**config.mk**
```make
export PLATFORM = sky130hd
export DESIGN_NAME = fetch_unit
export DESIGN_NICKNAME = d
export VERILOG_FILES = /design/src/rtl/cpu_types_pkg.sv /design/src/rtl/fetch_skid_buf.sv /design/src/rtl/fetch_unit.sv
export SDC_FILE = /design/constraint.sdc
export NUM_CORES = 1
export LEC_CHECK = 0
export ABC_AREA = 1
export BUFFER_PORTS_ARGS = -buffer_cell sky130_fd_sc_hd__buf_2
export CAP_MARGIN = 20
export CORE_MARGIN = 4
export CORE_UTILIZATION = 44
export CTS_CLUSTER_SIZE = 20
export DETAILED_ROUTE_END_ITERATION = 7
export GPL_TIMING_DRIVEN = 0
export PLACE_DENSITY = 0.65
export SETUP_SLACK_MARGIN = 0.1
export SYNTH_ARGS = -nofsm -noshare
export SYNTH_HDL_FRONTEND = slang
export SYNTH_SLANG_ARGS = --single-unit
```
**constraint.sdc**
```tcl
create_clock -name CLK -period 5.3 [get_ports CLK]
set_clock_uncertainty 0.15 [all_clocks]
set_input_delay 1.06 -clock CLK [delete_from_list [all_inputs] [get_ports CLK]]
set_output_delay 1.06 -clock CLK [all_outputs]
set_load 0.02 [all_outputs]
```
**src/rtl/cpu_types_pkg.sv**
```systemverilog
// Shared CPU types: machine word, fetch FSM states and the IF/ID pipeline register layout.
package cpu_types_pkg;

    typedef logic [31:0] word_t;

    localparam word_t PC_STEP_DFLT = 32'd4;
    localparam word_t WORD_ALIGN_MASK = 32'hFFFF_FFFC;

    typedef enum logic [1:0] {
        FETCH  = 2'd0,
        SKID   = 2'd1,
        DRAIN  = 2'd2,
        HALTED = 2'd3
    } fetch_state_t;

    typedef struct packed {
        logic  valid;
        word_t instr;
        word_t npc;
    } ifid_t;

    function automatic word_t word_align(input word_t addr);
        return addr & WORD_ALIGN_MASK;
    endfunction

endpackage

```
**src/rtl/fetch_skid_buf.sv**
```systemverilog
// One-entry holding buffer for an instruction word that returns while ID is stalled.
module fetch_skid_buf
    import cpu_types_pkg::*;
(
    input  logic  clk_sys,
    input  logic  rst_b,
    input  logic  load,
    input  logic  unload,
    input  logic  flush,
    input  ifid_t data_in,
    output logic  full,
    output ifid_t data_out
);

    ifid_t entry;
    logic  entry_full;

    always_ff @(posedge clk_sys) begin
        if (!rst_b) begin
            entry      <= '0;
            entry_full <= 1'b0;
        end else if (flush) begin
            entry_full <= 1'b0;
        end else if (load) begin
            entry      <= data_in;
            entry_full <= 1'b1;
        end else if (unload) begin
            entry_full <= 1'b0;
        end
    end

    assign full     = entry_full;
    assign data_out = entry;

endmodule

```
**src/rtl/fetch_unit.sv**
```systemverilog
// IF stage: owns the PC, drives the imem request/hit handshake and loads the IF/ID register.
//
// state  | meaning
// FETCH  | request at pc outstanding, IF/ID loads on hit
// SKID   | word returned under stall is parked in the skid buffer, no request
// DRAIN  | redirect arrived mid-request; wait for the stale hit, then jump
// HALTED | HALT decoded; fetch stopped until reset
module fetch_unit
    import cpu_types_pkg::*;
#(
    parameter word_t PC_INIT = 32'h0000_0000,
    parameter word_t PC_STEP = PC_STEP_DFLT
) (
    input  logic  CLK,
    input  logic  nRST,
    input  logic  ihit,
    input  word_t iload,
    output logic  imemREN,
    output word_t imemaddr,
    input  logic  stall,
    input  logic  redirect,
    input  word_t redirect_pc,
    input  logic  halt,
    output logic  ifid_valid,
    output word_t ifid_instr,
    output word_t ifid_npc
);

    fetch_state_t state;
    word_t        pc;
    word_t        target;
    logic         req_seen;
    ifid_t        ifid;

    word_t        pc_seq;
    word_t        redirect_tgt;

    logic         skid_load;
    logic         skid_unload;
    logic         skid_flush;
    logic         skid_full;
    ifid_t        skid_data;
    ifid_t        fetched;

    assign pc_seq       = pc + PC_STEP;
    assign redirect_tgt = word_align(redirect_pc);
    assign fetched      = '{valid: 1'b1, instr: iload, npc: pc_seq};

    always_comb begin
        skid_load   = 1'b0;
        skid_unload = 1'b0;
        skid_flush  = 1'b0;
        if (state != HALTED) begin
            if (redirect || halt) begin
                skid_flush = 1'b1;
            end else begin
                skid_load   = (state == FETCH) && ihit && stall && ifid.valid;
                skid_unload = (state == SKID) && !stall;
            end
        end
    end

    fetch_skid_buf u_skid (
        .clk_sys  (CLK),
        .rst_b    (nRST),
        .load     (skid_load),
        .unload   (skid_unload),
        .flush    (skid_flush),
        .data_in  (fetched),
        .full     (skid_full),
        .data_out (skid_data)
    );

    always_ff @(posedge CLK) begin
        if (!nRST) begin
            state    <= FETCH;
            pc       <= word_align(PC_INIT);
            target   <= '0;
            req_seen <= 1'b0;
            ifid     <= '0;
        end else begin
            case (state)
                FETCH: begin
                    if (redirect) begin
                        ifid.valid <= 1'b0;
                        req_seen   <= 1'b0;
                        // Memory already holds this address; keep it stable until the hit.
                        if (!ihit && req_seen) begin
                            target <= redirect_tgt;
                            state  <= DRAIN;
                        end else begin
                            pc <= redirect_tgt;
                        end
                    end else if (halt) begin
                        req_seen <= 1'b0;
                        state    <= HALTED;
                    end else if (ihit) begin
                        req_seen <= 1'b0;
                        pc       <= pc_seq;
                        if (stall && ifid.valid) begin
                            state <= SKID;
                        end else begin
                            ifid <= fetched;
                        end
                    end else begin
                        req_seen <= 1'b1;
                        if (!stall) begin
                            ifid.valid <= 1'b0;
                        end
                    end
                end
                SKID: begin
                    if (redirect) begin
                        ifid.valid <= 1'b0;
                        pc         <= redirect_tgt;
                        state      <= FETCH;
                    end else if (halt) begin
                        state <= HALTED;
                    end else if (!stall && skid_full) begin
                        ifid  <= skid_data;
                        state <= FETCH;
                    end
                end
                DRAIN: begin
                    if (redirect) begin
                        ifid.valid <= 1'b0;
                        if (ihit) begin
                            pc    <= redirect_tgt;
                            state <= FETCH;
                        end else begin
                            target <= redirect_tgt;
                        end
                    end else if (halt) begin
                        state <= HALTED;
                    end else if (ihit) begin
                        pc    <= target;
                        state <= FETCH;
                    end
                end
                HALTED: begin
                end
                default: begin
                    state <= FETCH;
                end
            endcase
        end
    end

    assign imemREN    = nRST && ((state == FETCH) || (state == DRAIN));
    assign imemaddr   = word_align(pc);
    assign ifid_valid = ifid.valid;
    assign ifid_instr = ifid.instr;
    assign ifid_npc   = ifid.npc;

endmodule

```
==> results of run 1 <==
-- layout by cell type (no fill, tap or decap), drive strengths merged, types with 2 or more instances in the layout --
master,count
a31oi,34
inv,107
a211oi,3
nor3,3
nand2,273
xnor2,2
conb,4
nand3,24
clkinv,6
o211ai,28
and2,6
nor2,135
buf,202
a21oi,163
clkbuf,71
o21ai,210
ha,6
o22ai,2
xor2,13
o21a,17
nand3b,6
dfxtp,190
-- worst max-delay path, cell delays in order --
cell	delay (ns)
clkbuf_1	0.29
clkbuf_1	0.55
inv_1	0.30
nor2_1	0.16
buf_2	0.17
-- cell families after synthesis --
logic type      count (synthesis)  share of synthesized area (%)
compound gates                458                           26.9
simple gates                  448                           20.1
buf+inv                       196                           9.19
flops                         190                           41.3
xor+xnor                       15                           1.67
fa+ha+maj                       6                          0.815
other cells                     1                         0.0407
-- power by group --
group          total (W)  internal, W  switching, W  leakage [nW]
clock            0.00130     0.000676      0.000624         0.295
sequential       0.00213      0.00180      0.000330          1.55
combinational    0.00301     0.000954       0.00206          3.06
total            0.00644      0.00343       0.00301          4.90
-- state kept, by name, summed over array words and instances, names as in the netlist --
register and count:
ifid_npc 30, ifid_valid 1, req_seen 1, state 2, ifid_instr 32, u_skid.data_out 63, target 30, pc 30
u_skid.full 1
-- per-layer routing --
metal,GRT usage (%),up-vias,part of all wire (%)
li1,-,4742,-
met1,34.0,4151,48
met2,37.9,307,45
met3,4.17,28,5.8
met4,5.05,0,1.3
met5,0,-,0
-- stage by stage --
| step | area, sq um | cells |
|---|---|---|
| finish | 11000 | 1778 |
| global route | 11000 | 1778 |
| CTS | 11000 | 1778 |
| detailed placement | 10400 | 1746 |
| global placement | 10400 | 1746 |
| floorplan | 9220 | 1317 |
-- worst min-delay path by stage --
stage                  startpoint                  to  slack, ns  cells after the start
2_1_floorplan  u_skid.data_out[2]  u_skid.data_out[2]       0.27                      2
3_3_place_gp   u_skid.data_out[2]  u_skid.data_out[2]       0.29                      2
3_5_place_dp            target[5]           target[5]       0.29                      2
4_1_cts                 target[5]           target[5]       0.30                      2
5_1_grt                target[25]          target[25]       0.32                      2
6_report                target[5]           target[5]       0.30                      2
-- cell type report --
| cell class | instances | area share [%] |
|---|---|---|
| multi-input combinational | 931 | 41.7 |
| sequential | 190 | 34.7 |
| timing repair buffer | 159 | 7.26 |
| buffer | 97 | 4.32 |
| clock buffer | 17 | 3.88 |
| inverter | 99 | 3.41 |
| tap | 270 | 3.08 |
| clock inverter | 15 | 1.58 |
==> flow_metrics.env, run 1 <==
export IMPL_nNetsFinal=1571
export IMPL_drv_slew=0
export IMPL_r2r_cells=11
export IMPL_required_ns=4.09
export IMPL_synthArstFlopShare_pct=0
export IMPL_port_buffers=159
export IMPL_grt_pass1_wl_microns=45200
export IMPL_min_period_ns=3.76
export IMPL_drc=0
export IMPL_yosys_top_cells_area="dfxtp_1 (41%), nand2_1 (11%), o21ai_0 (11%)"
export IMPL_rows=52
export IMPL_layout_drive_gt1_share_pct=17.5
export IMPL_post_cts_buffers=0
export IMPL_vias=9228
export IMPL_tightest_slew_ns=0.652
export IMPL_clock_latency_ns=0.43
export IMPL_netlist_instances=1314
export IMPL_synth_seq_area_share_pct=41.3
export IMPL_ys_flop_type="dfxtp_1"
export IMPL_powerDensity_mw_per_mm2=588
export IMPL_fin_setup_tns_ns=0
export IMPL_irDropWorstVdd_mv=0.254
export IMPL_synth_top_area_share_pct=41.3
export IMPL_hold_violations=0
export IMPL_period_share_pct=70.9
export IMPL_grt_pass1_vias=8460
export IMPL_totalWireLength_microns=28800
export IMPL_fill_cells=2071
export IMPL_holdWs_ns=0.303
export IMPL_area_growth_pct=18.9
export IMPL_place_congestion=0.906
export IMPL_fp_dieArea_sq_mm=0.0233
export IMPL_cts_buffers_inserted=17
export IMPL_syn_area_sq_mm=0.00921
export IMPL_critPathCaptureType="output port"
export IMPL_finalCoreUtilization_pct=53.6
export IMPL_dpl_worst_slack_ns=1.55
export IMPL_cts_resized=0
export IMPL_r2r_end="ifid_npc[2]"
export IMPL_grt_total_usage_pct=23.8
export IMPL_status="complete, no violations"
export IMPL_htreeDepth=4
export IMPL_viasPerCell=5.19
export IMPL_rsz0062_at_grt="false"
export IMPL_clkSinkCount=190
export IMPL_crit_fanout=10
export IMPL_coreArea_sq_mm=0.0204
export IMPL_wl_per_cell_microns=16.2
export IMPL_ys_ff_latch=190
export IMPL_max_freq_mhz=266
export IMPL_setup_violations=0
export IMPL_dieWidth_microns=153
export IMPL_clk_pin_slew_ns=0.07
export IMPL_antennaDiodeCount=0
export IMPL_yosys_area_top_type="dfxtp_1"
export IMPL_ant_nets=0
export IMPL_r2r_start="state[1]"
export IMPL_dp_hpwl_microns=22300
export IMPL_hp_class="flip-flop to flip-flop"
export IMPL_grt_max_degree=20
export IMPL_endpoint="imemREN"
export IMPL_synth_common_cells="nand2_1 (269), o21ai_0 (201), dfxtp_1 (190), a21oi_1 (162), nor2_1 (123)"
export IMPL_crit_arrival_ns=2.55
export IMPL_drt_iter0_drc=718
export IMPL_r2r_setup_slack_ns=2.95
export IMPL_holdBufCountCts=0
export IMPL_worst_slack_ns=1.54
export IMPL_synth_most_common_cell="nand2_1"
export IMPL_cp_startpoint="nRST"
export IMPL_path_class="input pin to output port"
export IMPL_floorplan_initialDensity_pct=45.1
export IMPL_drt_pass1_iter_count=5
export IMPL_cap_violations=0
export IMPL_clk_path_buf_depth=2
export IMPL_max_slew_margin_pct=56.6
export IMPL_p_leak_nw=4.90
export IMPL_multiInputGateArea_sq_mm=0.00457
export IMPL_synth_edf_count=0
export IMPL_antenna_found_initial=0
export IMPL_grt_overflow_total=0
export IMPL_cts_root_buffer="clkbuf_16"
export IMPL_syn_avg_cell_area_sq_um=7.01
export IMPL_power_total_w=0.00644
export IMPL_die_h_microns=153
export IMPL_regArea_sq_mm=0.00380
export IMPL_synth_cell_type_count=38
export IMPL_yosys_warnings=0
export IMPL_cts_tree="done"
export IMPL_ios=168
export IMPL_startpoint_type="input pin"
Note: power is estimated with default switching activity, not from simulation.
==> run 2: changes to the inputs <==
- PLACE_DENSITY: 0.65 -> 0.68
- clock period: 5.3 -> 3.4 ns (I/O delays scaled with it)
==> run 2 against run 1 <==
  * Via count up 0.72%
  * Non-clock buffer count unchanged
  * Total power up 55%
  * Critical path depth unchanged
  * Combinational power up 56%
  * Sequential cell count unchanged
  * Die area unchanged
  * Largest cell class unchanged
  * Highest routed layer unchanged
==> flow_metrics.env, run 2 (synthesized netlist as in run 1, its figures left out) <==
export IMPL_dpl_worst_slack_ns=0.476
export IMPL_cap_violations=0
export IMPL_nNetsFinal=1571
export IMPL_crit_arrival_ns=2.13
export IMPL_htreeDepth=4
export IMPL_power_share_clock_pct=19.8
export IMPL_drt_pass1_iter_count=5
export IMPL_drc=0
export IMPL_coreArea_sq_mm=0.0204
export IMPL_area_growth_pct=18.7
export IMPL_cts_resized=0
export IMPL_grt_pass1_wl_microns=45400
export IMPL_comb_power_share_pct=47.0
export IMPL_port_buffers=159
export IMPL_max_slew_margin_pct=57.2
export IMPL_die_h_microns=153
export IMPL_holdBufCountCts=0
export IMPL_tightest_slew_ns=0.641
export IMPL_drt_iter0_drc=803
export IMPL_dieWidth_microns=153
export IMPL_rsz0062_at_grt="false"
export IMPL_power_frac_seq_pct=33.2
export IMPL_cts_root_buffer="clkbuf_16"
export IMPL_placedCellCount=1746
export IMPL_dp_hpwl_microns=22300
export IMPL_cts_buffers_inserted=17
export IMPL_swShare_pct=46.5
export IMPL_rows=52
export IMPL_max_freq_mhz=337
export IMPL_clk_path_buf_depth=2
export IMPL_startpoint_type="input pin"
export IMPL_critPathCaptureType="output port"
export IMPL_setup_violations=0
export IMPL_period_share_pct=87.2
export IMPL_status="complete, no violations"
export IMPL_clk_pin_slew_ns=0.08
export IMPL_worst_slack_ns=0.436
export IMPL_antenna_found_initial=0
export IMPL_vias=9294
export IMPL_wl_per_cell_microns=16.1
export IMPL_floorplan_initialDensity_pct=45.1
export IMPL_irDropWorstVdd_mv=0.398
export IMPL_fp_dieArea_sq_mm=0.0233
export IMPL_path_class="input pin to output port"
export IMPL_ant_nets=0
export IMPL_required_ns=2.57
export IMPL_powerDensity_mw_per_mm2=913
export IMPL_place_congestion=0.936
export IMPL_cts_tree="done"
export IMPL_netSwitchingPower_w=0.00465
export IMPL_post_cts_buffers=0
export IMPL_grt_total_usage_pct=23.9
export IMPL_ios=168
export IMPL_p_int_w=0.00534
export IMPL_crit_fanout=10
export IMPL_grt_overflow_total=0
export IMPL_grt_max_degree=19
export IMPL_min_period_ns=2.96
export IMPL_layout_commonest_cell="nand2_1"
export IMPL_p_leak_nw=4.89
export IMPL_clkSinkCount=190
export IMPL_most_common_layout_cells="nand2_1 (269), o21ai_0 (201), dfxtp_1 (190), buf_2 (186), a21oi_1 (162)"
export IMPL_viasPerCell=5.23
export IMPL_totalWireLength_microns=28600
export IMPL_clock_latency_ns=0.44
export IMPL_largest_reg_flops=63
export IMPL_hold_violations=0
export IMPL_layout_drive_gt1_share_pct=17.4
export IMPL_stdcell_count=1778
export IMPL_hp_class="flip-flop to flip-flop"
export IMPL_fin_setup_tns_ns=0
export IMPL_grt_pass1_vias=8450
export IMPL_antennaDiodeCount=0
export IMPL_drv_slew=0
-- run 2: power groups by stage --
stage          clock (W)  combinational (W)  sequential [W]
6_report         0.00197            0.00469         0.00332
3_5_place_dp           0            0.00464         0.00335
2_1_floorplan          0            0.00268         0.00375
5_1_grt          0.00208            0.00521         0.00339
3_3_place_gp           0            0.00459         0.00335
4_1_cts          0.00199            0.00467         0.00331
-- run 2: worst max-delay path: stages --
cell and delay (ns):
clkbuf_1 0.31, clkbuf_1 0.55, inv_1 0.27, nor2_1 0.15, buf_2 0.17
-- run 2: cell type report --
cell class,instances,area (sq um)
Fill cell,2074,9500
Multi-Input combinational cell,931,4570
Sequential cell,190,3800
Timing Repair Buffer,159,796
Buffer,97,473
Clock buffer,18,429
Inverter,99,374
Tap cell,270,338
Clock inverter,14,148
-- run 2: layer usage --
metal  share of wire, %  global-route usage, %  vias up
li1                   -                      -     4736
met1                 48                   34.2     4219
met2                 44                   37.3      313
met3                6.6                   4.12       26
met4                1.5                   6.53        0
met5                  0                      0        -
-- run 2: path summary, 6_finish.rpt --
check	from	endpoint	slack, ns	cells after the start
worst max-delay path	nRST	imemREN	0.44	5
worst min-delay path	target[2]	target[2]	0.30	2
worst min register to register	target[2]	target[2]	0.30	2
worst max register to register	state[1]	ifid_npc[21]	0.95	9
-- run 2: stage by stage --
| step | hold WS, ns | power [W] | area, sq um | util [%] |
|---|---|---|---|---|
| floorplan | 0.274 | 0.00643 | 9220 | - |
| global placement | 0.287 | 0.00793 | 10400 | 50.7 |
| detailed placement | 0.293 | 0.00799 | 10400 | 50.7 |
| CTS | 0.303 | 0.00997 | 10900 | 53.5 |
| global route | 0.315 | 0.0107 | 10900 | 53.5 |
| finish | 0.301 | 0.00999 | 10900 | 53.5 |
==> run 3: changes to the inputs <==
- SYNTH_HIERARCHICAL: not set -> 1
==> run 3 against run 2 <==
  * Fmax decreased by 3.7%
  * Critical path type unchanged
  * Sequential share of layout area is 0.60 points lower
  * Cell count up 6.5%
  * Sequential power is 2% lower
==> flow_metrics.env, run 3 <==
export IMPL_status="complete, no violations"
export IMPL_layout_commonest_cell="nand2_1"
export IMPL_clock_latency_ns=0.44
export IMPL_coreArea_sq_mm=0.0212
export IMPL_grt_pass1_wl_microns=46500
export IMPL_yosys_area_top_type="dfxtp_1"
export IMPL_largest_reg_flops=65
export IMPL_min_period_ns=3.08
export IMPL_cts_buffers_inserted=17
export IMPL_synth_top_area_share_pct=40.6
export IMPL_path_class="input pin to output port"
export IMPL_clkSinkCount=194
export IMPL_synthArstFlopShare_pct=0
export IMPL_ios=168
export IMPL_yosys_top_cells_area="dfxtp_1 (41%), nand2_1 (13%), nor2_1 (8.0%)"
export IMPL_max_freq_mhz=325
export IMPL_crit_buf_inv=3
export IMPL_synth_most_common_cell="nand2_1"
export IMPL_ys_flop_type="dfxtp_1"
export IMPL_period_share_pct=90.5
export IMPL_tightest_slew_ns=0.901
export IMPL_drt_pass1_iter_count=5
export IMPL_hold_violations=0
export IMPL_irDropWorstVdd_mv=0.372
export IMPL_crit_slowest_cell="clkbuf_1"
export IMPL_dieWidth_microns=156
export IMPL_antenna_found_initial=0
export IMPL_yosys_warnings=6
export IMPL_ant_nets=0
export IMPL_dp_hpwl_microns=21500
export IMPL_htreeDepth=4
export IMPL_antennaDiodeCount=0
export IMPL_clk_path_buf_depth=2
export IMPL_cts_tree="done"
export IMPL_startpoint_type="input pin"
export IMPL_fp_dieArea_sq_mm=0.0242
export IMPL_crit_arrival_ns=2.25
export IMPL_floorplan_initialDensity_pct=45.1
export IMPL_grt_max_degree=20
export IMPL_post_cts_buffers=0
export IMPL_rows=53
export IMPL_drv_slew=0
export IMPL_wl_per_cell_microns=15.4
export IMPL_synth_edf_count=0
export IMPL_port_buffers=162
export IMPL_p_leak_nw=5.33
export IMPL_fill_cells=2156
export IMPL_syn_area_sq_mm=0.00957
export IMPL_vias=9778
export IMPL_grt_pass1_vias=9171
export IMPL_critPathCaptureType="output port"
export IMPL_fin_setup_tns_ns=0
export IMPL_area_growth_pct=18.7
export IMPL_hp_class="flip-flop to flip-flop"
export IMPL_setup_violations=0
export IMPL_nNetsFinal=1680
export IMPL_synth_cell_type_count=33
export IMPL_max_stage_delay_ns=0.66
export IMPL_cts_root_buffer="clkbuf_16"
export IMPL_cap_violations=0
export IMPL_max_slew_margin_pct=39.9
export IMPL_drc=0
export IMPL_grt_total_usage_pct=23.7
export IMPL_powerDensity_mw_per_mm2=830
export IMPL_totalWireLength_microns=29100
export IMPL_power_total_w=0.00942
export IMPL_cp_top_family="buffers and inverters"
export IMPL_layout_drive_gt1_share_pct=16.7
export IMPL_clk_pin_slew_ns=0.07
export IMPL_synth_common_cells="nand2_1 (326), nor2_1 (205), dfxtp_1 (194), inv_1 (133), a21oi_1 (126)"
export IMPL_viasPerCell=5.17
export IMPL_cts_resized=0
export IMPL_required_ns=2.57
export IMPL_holdBufCountCts=0
export IMPL_drt_iter0_drc=841
export IMPL_crit_fanout=10
export IMPL_worstPathCellList="clkbuf_1 > inv_1 > a21oi_1 > buf_2"
export IMPL_holdWs_ns=0.301
export IMPL_ys_ff_latch=194
export IMPL_grt_overflow_total=0
export IMPL_die_h_microns=156
export IMPL_most_common_layout_cells="nand2_1 (326), nor2_1 (205), buf_2 (195), dfxtp_1 (194), inv_1 (133)"
export IMPL_rsz0062_at_grt="false"
export IMPL_synth_seq_area_share_pct=40.6
export IMPL_syn_avg_cell_area_sq_um=6.74
export IMPL_place_congestion=0.923
export IMPL_netlist_instances=1421
## run 3: tightest hold or removal path: stages, from the launching register on
cell and delay [ns]:
dfxtp_1 0.30, inv_1 0.05, a21oi_1 0.05
## run 3: per-stage QoR
step                utilization [%]  std cells  setup WS (ns)  area, sq um
global route                   53.5       1893          0.328        11400
detailed placement             50.6       1861          0.364        10700
finish                         53.5       1893          0.323        11400
global placement               50.6       1861          0.326        10700
CTS                            53.5       1893          0.356        11400
floorplan                         -       1424           1.14         9580
## run 3: where the power goes
part	internal (W)	leakage, nW	switching (W)
clock network	0.00113	0.304	0.000990
registers	0.00284	1.58	0.000422
logic	0.00128	3.44	0.00276
## run 3: final cells by class
cell class / instances / area, sq um / area share (%)
repair buffers: 162 / 811 / 7.14
plain buffers: 92 / 488 / 4.30
inverters: 141 / 529 / 4.66
well taps: 275 / 344 / 3.03
flip-flops and latches: 194 / 3880 / 34.2
multi-input cells: 997 / 4680 / 41.2
clock buffers: 18 / 429 / 3.78
clock inverters: 14 / 191 / 1.69
## run 3: kinds of logic (layout without fill, tap and decap cells)
logic type      after synthesis  in the layout  share of synthesized area, %
simple gates                683            683                          29.6
xor+xnor                     13             13                          1.42
compound gates              291            291                          17.0
other cells                   2              5                        0.0785
flops                       194            194                          40.6
fa+ha+maj                     5              5                         0.654
buf+inv                     233            427                          10.6
## run 3: layer usage
metal / vias up / global-route usage (%) / wire length, microns
met5: - / 0 / 0
met4: 0 / 7.42 / 638
met3: 43 / 3.84 / 1690
met2: 306 / 38.4 / 13300
met1: 4519 / 32.6 / 13400
li1: 4910 / - / -
## run 3: worst paths after layout
path | startpoint | to | slack, ns | cells after the start
hold reg to reg | target[12] | target[12] | 0.30 | 2
hold / removal | target[12] | target[12] | 0.30 | 2
setup reg to reg | state[0] | u_skid/data_out[12] | 0.86 | 10
setup / recovery | nRST | imemREN | 0.32 | 4
